==> src/rtl/rv_plic_intr_coalesce_pkg.sv <==
// Shared types and default widths for the PLIC interrupt coalescing stage.
package rv_plic_intr_coalesce_pkg;

   typedef enum logic [1:0] {
      IDLE  = 2'b00,
      ACCUM = 2'b01,
      FIRE  = 2'b10
   } coal_state_e;

   localparam int unsigned DefNumSrc     = 32;
   localparam int unsigned DefCntWidth   = 8;
   localparam int unsigned DefTimerWidth = 16;

endpackage

==> src/rtl/rv_plic_coalesce_src.sv <==
// One source of the coalescer: IDLE/ACCUM/FIRE FSM, saturating event counter,
// coalescing timer and sticky overflow flag. All outputs come straight from flops.
module rv_plic_coalesce_src
   import rv_plic_intr_coalesce_pkg::*;
#(
   parameter int unsigned CntWidth   = DefCntWidth,
   parameter int unsigned TimerWidth = DefTimerWidth
) (
   input  logic                  clk_i,
   input  logic                  rst_i,
   input  logic                  en_i,
   input  logic                  event_i,
   input  logic                  ack_i,
   input  logic [CntWidth-1:0]   thr_i,
   input  logic [TimerWidth-1:0] timeout_i,
   output logic                  intr_o,
   output logic                  overflow_o,
   output coal_state_e           state_o,
   output logic [CntWidth-1:0]   cnt_o
);

   localparam logic [CntWidth-1:0]   CntMax   = '1;
   localparam logic [TimerWidth-1:0] TimerMax = '1;

   coal_state_e           state_q, state_d;
   logic [CntWidth-1:0]   cnt_q, cnt_d;
   logic [TimerWidth-1:0] timer_q, timer_d;
   logic                  ovf_q, ovf_d;
   logic                  intr_q, intr_d;

   logic [CntWidth-1:0]   cnt_nx;
   logic [TimerWidth-1:0] timer_inc;
   logic                  timeout_hit;

   always_comb begin
      cnt_nx      = (cnt_q == CntMax) ? CntMax : cnt_q + CntWidth'(event_i);
      timer_inc   = (timer_q == TimerMax) ? TimerMax : timer_q + TimerWidth'(1);
      timeout_hit = (timeout_i != '0) && (timer_q == timeout_i - TimerWidth'(1));

      state_d = state_q;
      cnt_d   = cnt_q;
      timer_d = timer_q;
      ovf_d   = ovf_q;

      // Ack clears overflow in every state; a same-cycle saturated event re-sets it.
      if (ack_i) begin
         ovf_d = 1'b0;
      end

      if (!en_i) begin
         state_d = IDLE;
         cnt_d   = '0;
         timer_d = '0;
      end else begin
         if (event_i && (cnt_q == CntMax)) begin
            ovf_d = 1'b1;
         end

         unique case (state_q)
            IDLE: begin
               if (event_i) begin
                  timer_d = '0;
                  if (thr_i == CntWidth'(1)) begin
                     state_d = FIRE;
                     cnt_d   = '0;
                  end else begin
                     state_d = ACCUM;
                     cnt_d   = CntWidth'(1);
                  end
               end
            end
            ACCUM: begin
               cnt_d   = cnt_nx;
               timer_d = timer_inc;
               if ((cnt_nx >= thr_i) || timeout_hit) begin
                  state_d = FIRE;
                  cnt_d   = '0;
                  timer_d = '0;
               end
            end
            FIRE: begin
               // Events arriving while the request is pending open the next window.
               cnt_d   = cnt_nx;
               timer_d = '0;
               if (ack_i) begin
                  state_d = (cnt_nx != '0) ? ACCUM : IDLE;
               end
            end
            default: begin
               state_d = IDLE;
               cnt_d   = '0;
               timer_d = '0;
            end
         endcase
      end

      intr_d = (state_d == FIRE);
   end

   always_ff @(posedge clk_i or posedge rst_i) begin
      if (rst_i) begin
         state_q <= IDLE;
         cnt_q   <= '0;
         timer_q <= '0;
         ovf_q   <= 1'b0;
         intr_q  <= 1'b0;
      end else begin
         state_q <= state_d;
         cnt_q   <= cnt_d;
         timer_q <= timer_d;
         ovf_q   <= ovf_d;
         intr_q  <= intr_d;
      end
   end

   assign intr_o     = intr_q;
   assign overflow_o = ovf_q;
   assign state_o    = state_q;
   assign cnt_o      = cnt_q;

endmodule

==> src/rtl/rv_plic_intr_coalesce.sv <==
// Interrupt moderation in front of rv_plic intr_src_i: one coalescing slice per
// source 1..NumSrc-1; source 0 is the PLIC's reserved "no interrupt" id and stays low.
module rv_plic_intr_coalesce
   import rv_plic_intr_coalesce_pkg::*;
#(
   parameter int unsigned NumSrc     = DefNumSrc,
   parameter int unsigned CntWidth   = DefCntWidth,
   parameter int unsigned TimerWidth = DefTimerWidth
) (
   input  logic                             clk_i,
   input  logic                             rst_i,
   input  logic [NumSrc-1:0]                event_i,
   input  logic [NumSrc-1:0]                cfg_en_i,
   input  logic [CntWidth-1:0]              cfg_cnt_thresh_i,
   input  logic [TimerWidth-1:0]            cfg_timeout_i,
   input  logic [NumSrc-1:0]                ack_i,
   output logic [NumSrc-1:0]                intr_o,
   output logic [NumSrc-1:0]                overflow_o,
   output logic [NumSrc-1:0][1:0]           dbg_state_o,
   output logic [NumSrc-1:0][CntWidth-1:0]  dbg_cnt_o
);

   logic [CntWidth-1:0] thr_eff;
   logic                unused_src0;

   // A zero threshold behaves as one: every event raises a request.
   assign thr_eff = (cfg_cnt_thresh_i == '0) ? CntWidth'(1) : cfg_cnt_thresh_i;

   assign intr_o[0]      = 1'b0;
   assign overflow_o[0]  = 1'b0;
   assign dbg_state_o[0] = IDLE;
   assign dbg_cnt_o[0]   = '0;
   assign unused_src0    = ^{event_i[0], cfg_en_i[0], ack_i[0]};

   for (genvar i = 1; i < NumSrc; i++) begin : g_src
      coal_state_e src_state;

      rv_plic_coalesce_src #(
         .CntWidth   (CntWidth),
         .TimerWidth (TimerWidth)
      ) u_src (
         .clk_i      (clk_i),
         .rst_i      (rst_i),
         .en_i       (cfg_en_i[i]),
         .event_i    (event_i[i]),
         .ack_i      (ack_i[i]),
         .thr_i      (thr_eff),
         .timeout_i  (cfg_timeout_i),
         .intr_o     (intr_o[i]),
         .overflow_o (overflow_o[i]),
         .state_o    (src_state),
         .cnt_o      (dbg_cnt_o[i])
      );

      assign dbg_state_o[i] = src_state;
   end

endmodule

==> config.mk <==
export PLATFORM = sky130hd
export DESIGN_NAME = rv_plic_intr_coalesce
export DESIGN_NICKNAME = d
export VERILOG_FILES = /design/src/rtl/rv_plic_intr_coalesce_pkg.sv /design/src/rtl/rv_plic_coalesce_src.sv /design/src/rtl/rv_plic_intr_coalesce.sv
export SDC_FILE = /design/constraint.sdc
export NUM_CORES = 2
export LEC_CHECK = 0
export CAP_MARGIN = 5
export CORE_MARGIN = 2
export CORE_UTILIZATION = 35
export DETAILED_ROUTE_END_ITERATION = 12
export PLACE_DENSITY_LB_ADDON = 0.25
export SYNTH_ARGS = -nofsm -noshare
export SYNTH_HDL_FRONTEND = slang
export SYNTH_SLANG_ARGS = --single-unit
==> constraint.sdc <==
create_clock -name clk_i -period 28 [get_ports clk_i]
set_input_delay 4.2 -clock clk_i [delete_from_list [all_inputs] [get_ports clk_i]]
set_output_delay 4.2 -clock clk_i [all_outputs]
set_load 0.05 [all_outputs]
After elaboration in Yosys (flattened, before gate mapping) --
Index checks and enable logic that the tools add are counted. W data, S select, Z words.
Cells by class: $add $sub $neg 63, $lt $le $gt $ge 31, eq/ne operators 218, multiplexer cells 592, reduce and logical (&&, ||, !) cells 157
Operators by type and width (number):
- $mux W16 | 124
- $mux W8 | 125
- $pmux W16 S2 | 31
- $pmux W8 S3 | 31
- $add A16 B1 Y16 const B | 31
- $eq A16 B16 Y1 | 31
- $eq A16 B16 Y1 const B | 31
- $mux W2 | 125
- $add A8 B1 Y8 | 31
- $eq A8 B8 Y1 const B | 31
- $ge A8 B8 Y1 | 31
- $reduce_bool A8 Y1 | 31
- $pmux W2 S3 | 31
- $mux W1 | 125
- $eq A2 B2 Y1 const B | 62
- $ne A3 B3 Y1 const B | 31
- $eq A2 B1 Y1 const B | 31
- $logic_and A1 B1 Y1 | 62
- $logic_not A2 Y1 | 31
- $logic_or A1 B1 Y1 | 31
- $reduce_bool A16 Y1 | 1
- $sub A16 B1 Y16 const B | 1
- $eq A8 B1 Y1 const B | 1
- $logic_not A8 Y1 | 1
Storage, ports and cells: flip-flop bits (word level) 868, input port bits 122, word-level logic and storage cells 1216

Depth between registers and ports, before layout --
word-level depth 8, depth in mapped cells 23

Cells and area by module --
Synthesis repeated with hierarchy kept, for this count alone.
Unflattened totals: cells, all modules 10063, area total of the unflattened synthesis 77156.5 µm²
Modules (own cells, without submodules):
- rv_plic_coalesce_src (g_src[10].u_src ...) | times used 25, cells each 320, area each 2464.9 µm², sequential area each 700.7 µm²
- rv_plic_coalesce_src (g_src[4].u_src ...) | times used 6, cells each 340, area each 2565.0 µm², sequential area each 700.7 µm²
- rv_plic_intr_coalesce | times used 1, cells each 23, area each 145.1 µm², sequential area each 0.0 µm²

Least setup slack after synthesis --
OpenSTA, ideal clock, no wires.
path type input -> register, from input port cfg_timeout_i[0], to register g_src[15].u_src.timer_q[10], library setup time 0.147 ns, arrival time 8.504 ns, data required time 27.853 ns, setup slack 19.349 ns, cell stages on the path 18, buffers on the path 7, cells stage by stage buf_2 > buf_2 > buf_2 > buf_1 > inv_1 > ha_1 > buf_4 > xnor2_1 > buf_2 > buf_2 > nor2_1 > a311o_1 > a22oi_1 > nand4_1 > nor4_1 > nor3_1 > nor2_1 > a311oi_1
Between the ends: cells in the longest elaborated chain, start to end 7, elaborated cells on any way between the ends 8
RTL lines:
- start, declared | RTL line rv_plic_intr_coalesce.sv:15 | input logic [TimerWidth-1:0] cfg_timeout_i,
- $sub A16 B1 Y16 | RTL line rv_plic_coalesce_src.sv:38 | timeout_hit = (timeout_i != '0) && (timer_q == timeout_i - TimerWidth'(1));
- $eq A16 B16 Y1 | RTL line rv_plic_coalesce_src.sv:38
- $logic_and A1 B1 Y1 * | RTL line rv_plic_coalesce_src.sv:38
- $logic_or A1 B1 Y1 * | RTL line rv_plic_coalesce_src.sv:75 | if ((cnt_nx >= thr_i) || timeout_hit) begin
- $mux W16 * | RTL line rv_plic_coalesce_src.sv:75
- $pmux W16 S2 * | RTL line rv_plic_coalesce_src.sv:59 | unique case (state_q)
- $mux W16 * | RTL line rv_plic_coalesce_src.sv:50 | if (!en_i) begin
- end signal, assigned | RTL line rv_plic_coalesce_src.sv:110 | timer_q <= timer_d;
- end, declared | RTL line rv_plic_coalesce_src.sv:27 | logic [TimerWidth-1:0] timer_q, timer_d;
Mark *: on every way between the ends. The rest lies on a longest branch, timed or not. A chain may end at the register's enable or synchronous reset.

Final worst setup path --
from input port cfg_timeout_i[2], to register g_src[15].u_src.timer_q[2]
The elaborated chain is that of the path after synthesis.

==> results.sh <==
export IMPL_fillers=18600
export IMPL_via_count=62780
export IMPL_critPathLaunchType="input port"
export IMPL_setup_worst_path_class="in2reg"
export IMPL_cp_arrival_ps=10030
export IMPL_fp_dieW_microns=436
export IMPL_drv_slew=0
export IMPL_drc_errors=0
export IMPL_fin_util_pct=41.2
export IMPL_core_sq_um=185000
export IMPL_routed_wl_microns=239000
export IMPL_ant_nets=0
export IMPL_tns_ps=0
export IMPL_cpMostUsedCell="buf_4"
export IMPL_post_drt_via_cell_ratio=5.82
export IMPL_postCtsHoldBufs=0
export IMPL_synth_edff_count=0
export IMPL_cp_slowest_cell="nor4_1"
export IMPL_power_internal_mw=2.49
export IMPL_crit_family="simple AND/OR/NAND/NOR gates"
export IMPL_yosysSeqAreaShare_pct=33.2
export IMPL_ys_top_cells_by_count="dfrtp_1 (868), nand2_1 (842), o21ai_0 (717)"
export IMPL_worst_pin_slew_ps=1280
export IMPL_post_cts_resize_count=0
export IMPL_die_area_sq_um=190000
export IMPL_hold_depth=1
export IMPL_place_hpwl_microns=165000
export IMPL_start_util_pct=35.2
export IMPL_yosys_register_bits=868
export IMPL_rsz0062_at_grt="false"
export IMPL_portBuffers=490
export IMPL_nets=8677
export IMPL_dr_pass1_iters=8
export IMPL_drive_above_1_share_pct=6.68
export IMPL_die_h_microns=436
export IMPL_hold_viol_final=0
export IMPL_crit_required_ps=28600
export IMPL_critical_path_depth=14
export IMPL_synthCells=7944
export IMPL_max_vdd_ir_drop_v=0.0000463
export IMPL_grt_pass1_wl_microns=363000
export IMPL_clockBufferDepth=3
export IMPL_max_stage_delay_ps=840
export IMPL_p_comb_share_pct=21.2
export IMPL_yosys_warnings=0
export IMPL_antenna_found_initial=15
export IMPL_ys_async_sr_fraction_pct=100
export IMPL_avgSynthCellArea_sq_um=8.22
export IMPL_post_cts_buffers=0
export IMPL_drt_iter0_markers=5492
export IMPL_grt_pass1_vias=58869
export IMPL_finalSetupViolations=0
export IMPL_fin_skew_ps=30.2
export IMPL_synth_most_common_cell="dfrtp_1"
export IMPL_synth_area_leaders="dfrtp_1 (33%), ha_1 (6.5%), o21ai_0 (5.5%)"
export IMPL_leakage_nw=34.2
export IMPL_swShare_pct=32.3
export IMPL_grt_start_max_net_pins=143
export IMPL_crit_buf_inv=5
export IMPL_grtUsageTotal_pct=24.3
export IMPL_fmax_mhz=106
export IMPL_p_per_area_nw_per_um2=48.1
export IMPL_pwr_share_seq_pct=36.7
export IMPL_p_sw_mw=1.19
export IMPL_relSlewSlack_pct=14.3
export IMPL_clkPwrFrac_pct=42.0
export IMPL_cp_max_fo=28
export IMPL_overflow=0
export IMPL_cts_made_buffers=114
export IMPL_clk_latency_ps=770
export IMPL_rows=158
export IMPL_ys_flop_type="dfrtp_1"
export IMPL_max_cap_violations=0
export IMPL_yosysUniqueCellTypes=108
export IMPL_hp_class="reg2reg"
export IMPL_clk_pin_slew_ps=60
export IMPL_root_buffer="clkbuf_16"
export IMPL_crit_path_end_kind="flip-flop"
export IMPL_outcome="finished clean"
export IMPL_wl_per_cell_microns=22.1
export IMPL_io_pins=506
export IMPL_synth_top_cell_by_area="dfrtp_1"
export IMPL_timing_final_crit_share_pct=33.7
export IMPL_path_cells="clkdlybuf4s50_1, buf_4, or3_1, buf_4, or3_1, and2_1, buf_4, xnor2_1, or4_1, nor4_1, nor3_1, buf_4, nor2_1, a311oi_1"
export IMPL_syn2layout_area_growth_pct=17.0
export IMPL_synth_top_area_share_pct=33.2
export IMPL_multi_input_comb_area_sq_um=40400
export IMPL_finalCriticalPeriod_ps=9430
export IMPL_cts_sinks=868
export IMPL_htreeDepth=3
export IMPL_cts_tree="built"
export IMPL_regArea_sq_um=21700
export IMPL_syn_cell_area_sq_um=65300
export IMPL_place_gp_congestion=0.938
export IMPL_reg2regPathDepth=14
-- power groups by stage --
stage / combinational, mW / clock [mW] / sequential (mW)
after global routing: 0.850 / 1.63 / 1.36
after floorplan: 0.448 / 0 / 1.44
after detailed placement: 0.775 / 0 / 1.37
final: 0.782 / 1.55 / 1.35
after CTS: 0.780 / 1.59 / 1.35
after global placement: 0.765 / 0 / 1.37
-- logic make-up (layout without fill, tap and decap cells) --
| logic type | Yosys count | after routing | share of synthesized area (%) |
|---|---|---|---|
| adder cells (fa/ha/maj) | 342 | 342 | 6.55 |
| AO/OA/AOI/OAI | 2332 | 2332 | 23.5 |
| multiplexers | 22 | 22 | 0.362 |
| other | 1 | 17 | 0.00574 |
| buffers and inverters | 846 | 1195 | 5.60 |
| flip-flops | 868 | 868 | 33.2 |
| XOR/XNOR | 537 | 537 | 7.71 |
| AND/OR/NAND/NOR | 2996 | 2996 | 23.0 |
-- placed cells by master (no fill, tap or decap), drive strengths merged, types with 330 or more instances in the layout --
cell type      count
a21oi            366
clkdlybuf4s50    485
dfrtp            868
ha               342
inv              346
nand2            842
nand3            472
nor2             487
o21ai            763
xnor2            330
-- through the flow --
| step | hold slack (ps) | cell area [sq um] | power, mW | worst slack [ps] | std cells |
|---|---|---|---|---|---|
| floorplan | 464 | 65400 | 1.89 | 11870 | 7955 |
| finish | 502 | 76400 | 3.68 | 18570 | 10789 |
| CTS | 502 | 76400 | 3.72 | 18660 | 10784 |
| global placement | 484 | 72500 | 2.14 | 17890 | 10576 |
| global route | 531 | 76400 | 3.84 | 18330 | 10786 |
| detailed placement | 492 | 72600 | 2.15 | 17850 | 10577 |
-- worst register-to-register path: cells and delay by family (launching register included) --
kind	cells	cell delay, ps
AOI/OAI and AO/OA	7	1730
adders and majority gates	1	290
DFF	1	570
and+or+nand+nor	6	2050
-- layer usage --
layer	track usage (%)	vias to the layer above	routed length [microns]
li1	-	29350	-
met2	38.0	2381	105000
met1	33.0	30554	104000
met4	9.58	8	10100
met3	4.40	487	18900
met5	0	-	51
-- cell type report --
class	instances	share of cell area [%]
antenna	5	0.0164
clock buffer	171	4.45
clock inverter	36	0.633
inverter	344	1.69
multi-input combinational	6241	52.8
sequential	868	28.4
tap	2480	4.06
timing repair buffer	644	7.92
-- sequential cells by signal (all words and copies together) (netlist names) --
signal / cells
g_src.u_src.state_o: 62
g_src.u_src.intr_o: 31
g_src.u_src.timer_q: 496
g_src.u_src.overflow_o: 31
g_src.u_src.cnt_o: 248
-- path summary, 6_finish.rpt --
path,start,to,slack [ps]
min in group asynchronous,rst_i,g_src[10].u_src.overflow_o$_DFF_PP0_,3940
worst max register to register,g_src[25].u_src.cnt_o[2]$_DFFE_PP0P_,g_src[25].u_src.cnt_o[1]$_DFFE_PP0P_,23270
worst min-delay path,g_src[6].u_src.overflow_o$_DFF_PP0_,g_src[6].u_src.overflow_o$_DFF_PP0_,500
worst min register to register,g_src[6].u_src.overflow_o$_DFF_PP0_,g_src[6].u_src.overflow_o$_DFF_PP0_,500
max in group asynchronous,rst_i,g_src[5].u_src.state_o[1]$_DFF_PP0_,19420
worst max-delay path,cfg_timeout_i[2],g_src[15].u_src.timer_q[2]$_DFFE_PP0P_,18570
Note: power is estimated with default switching activity, not from simulation.
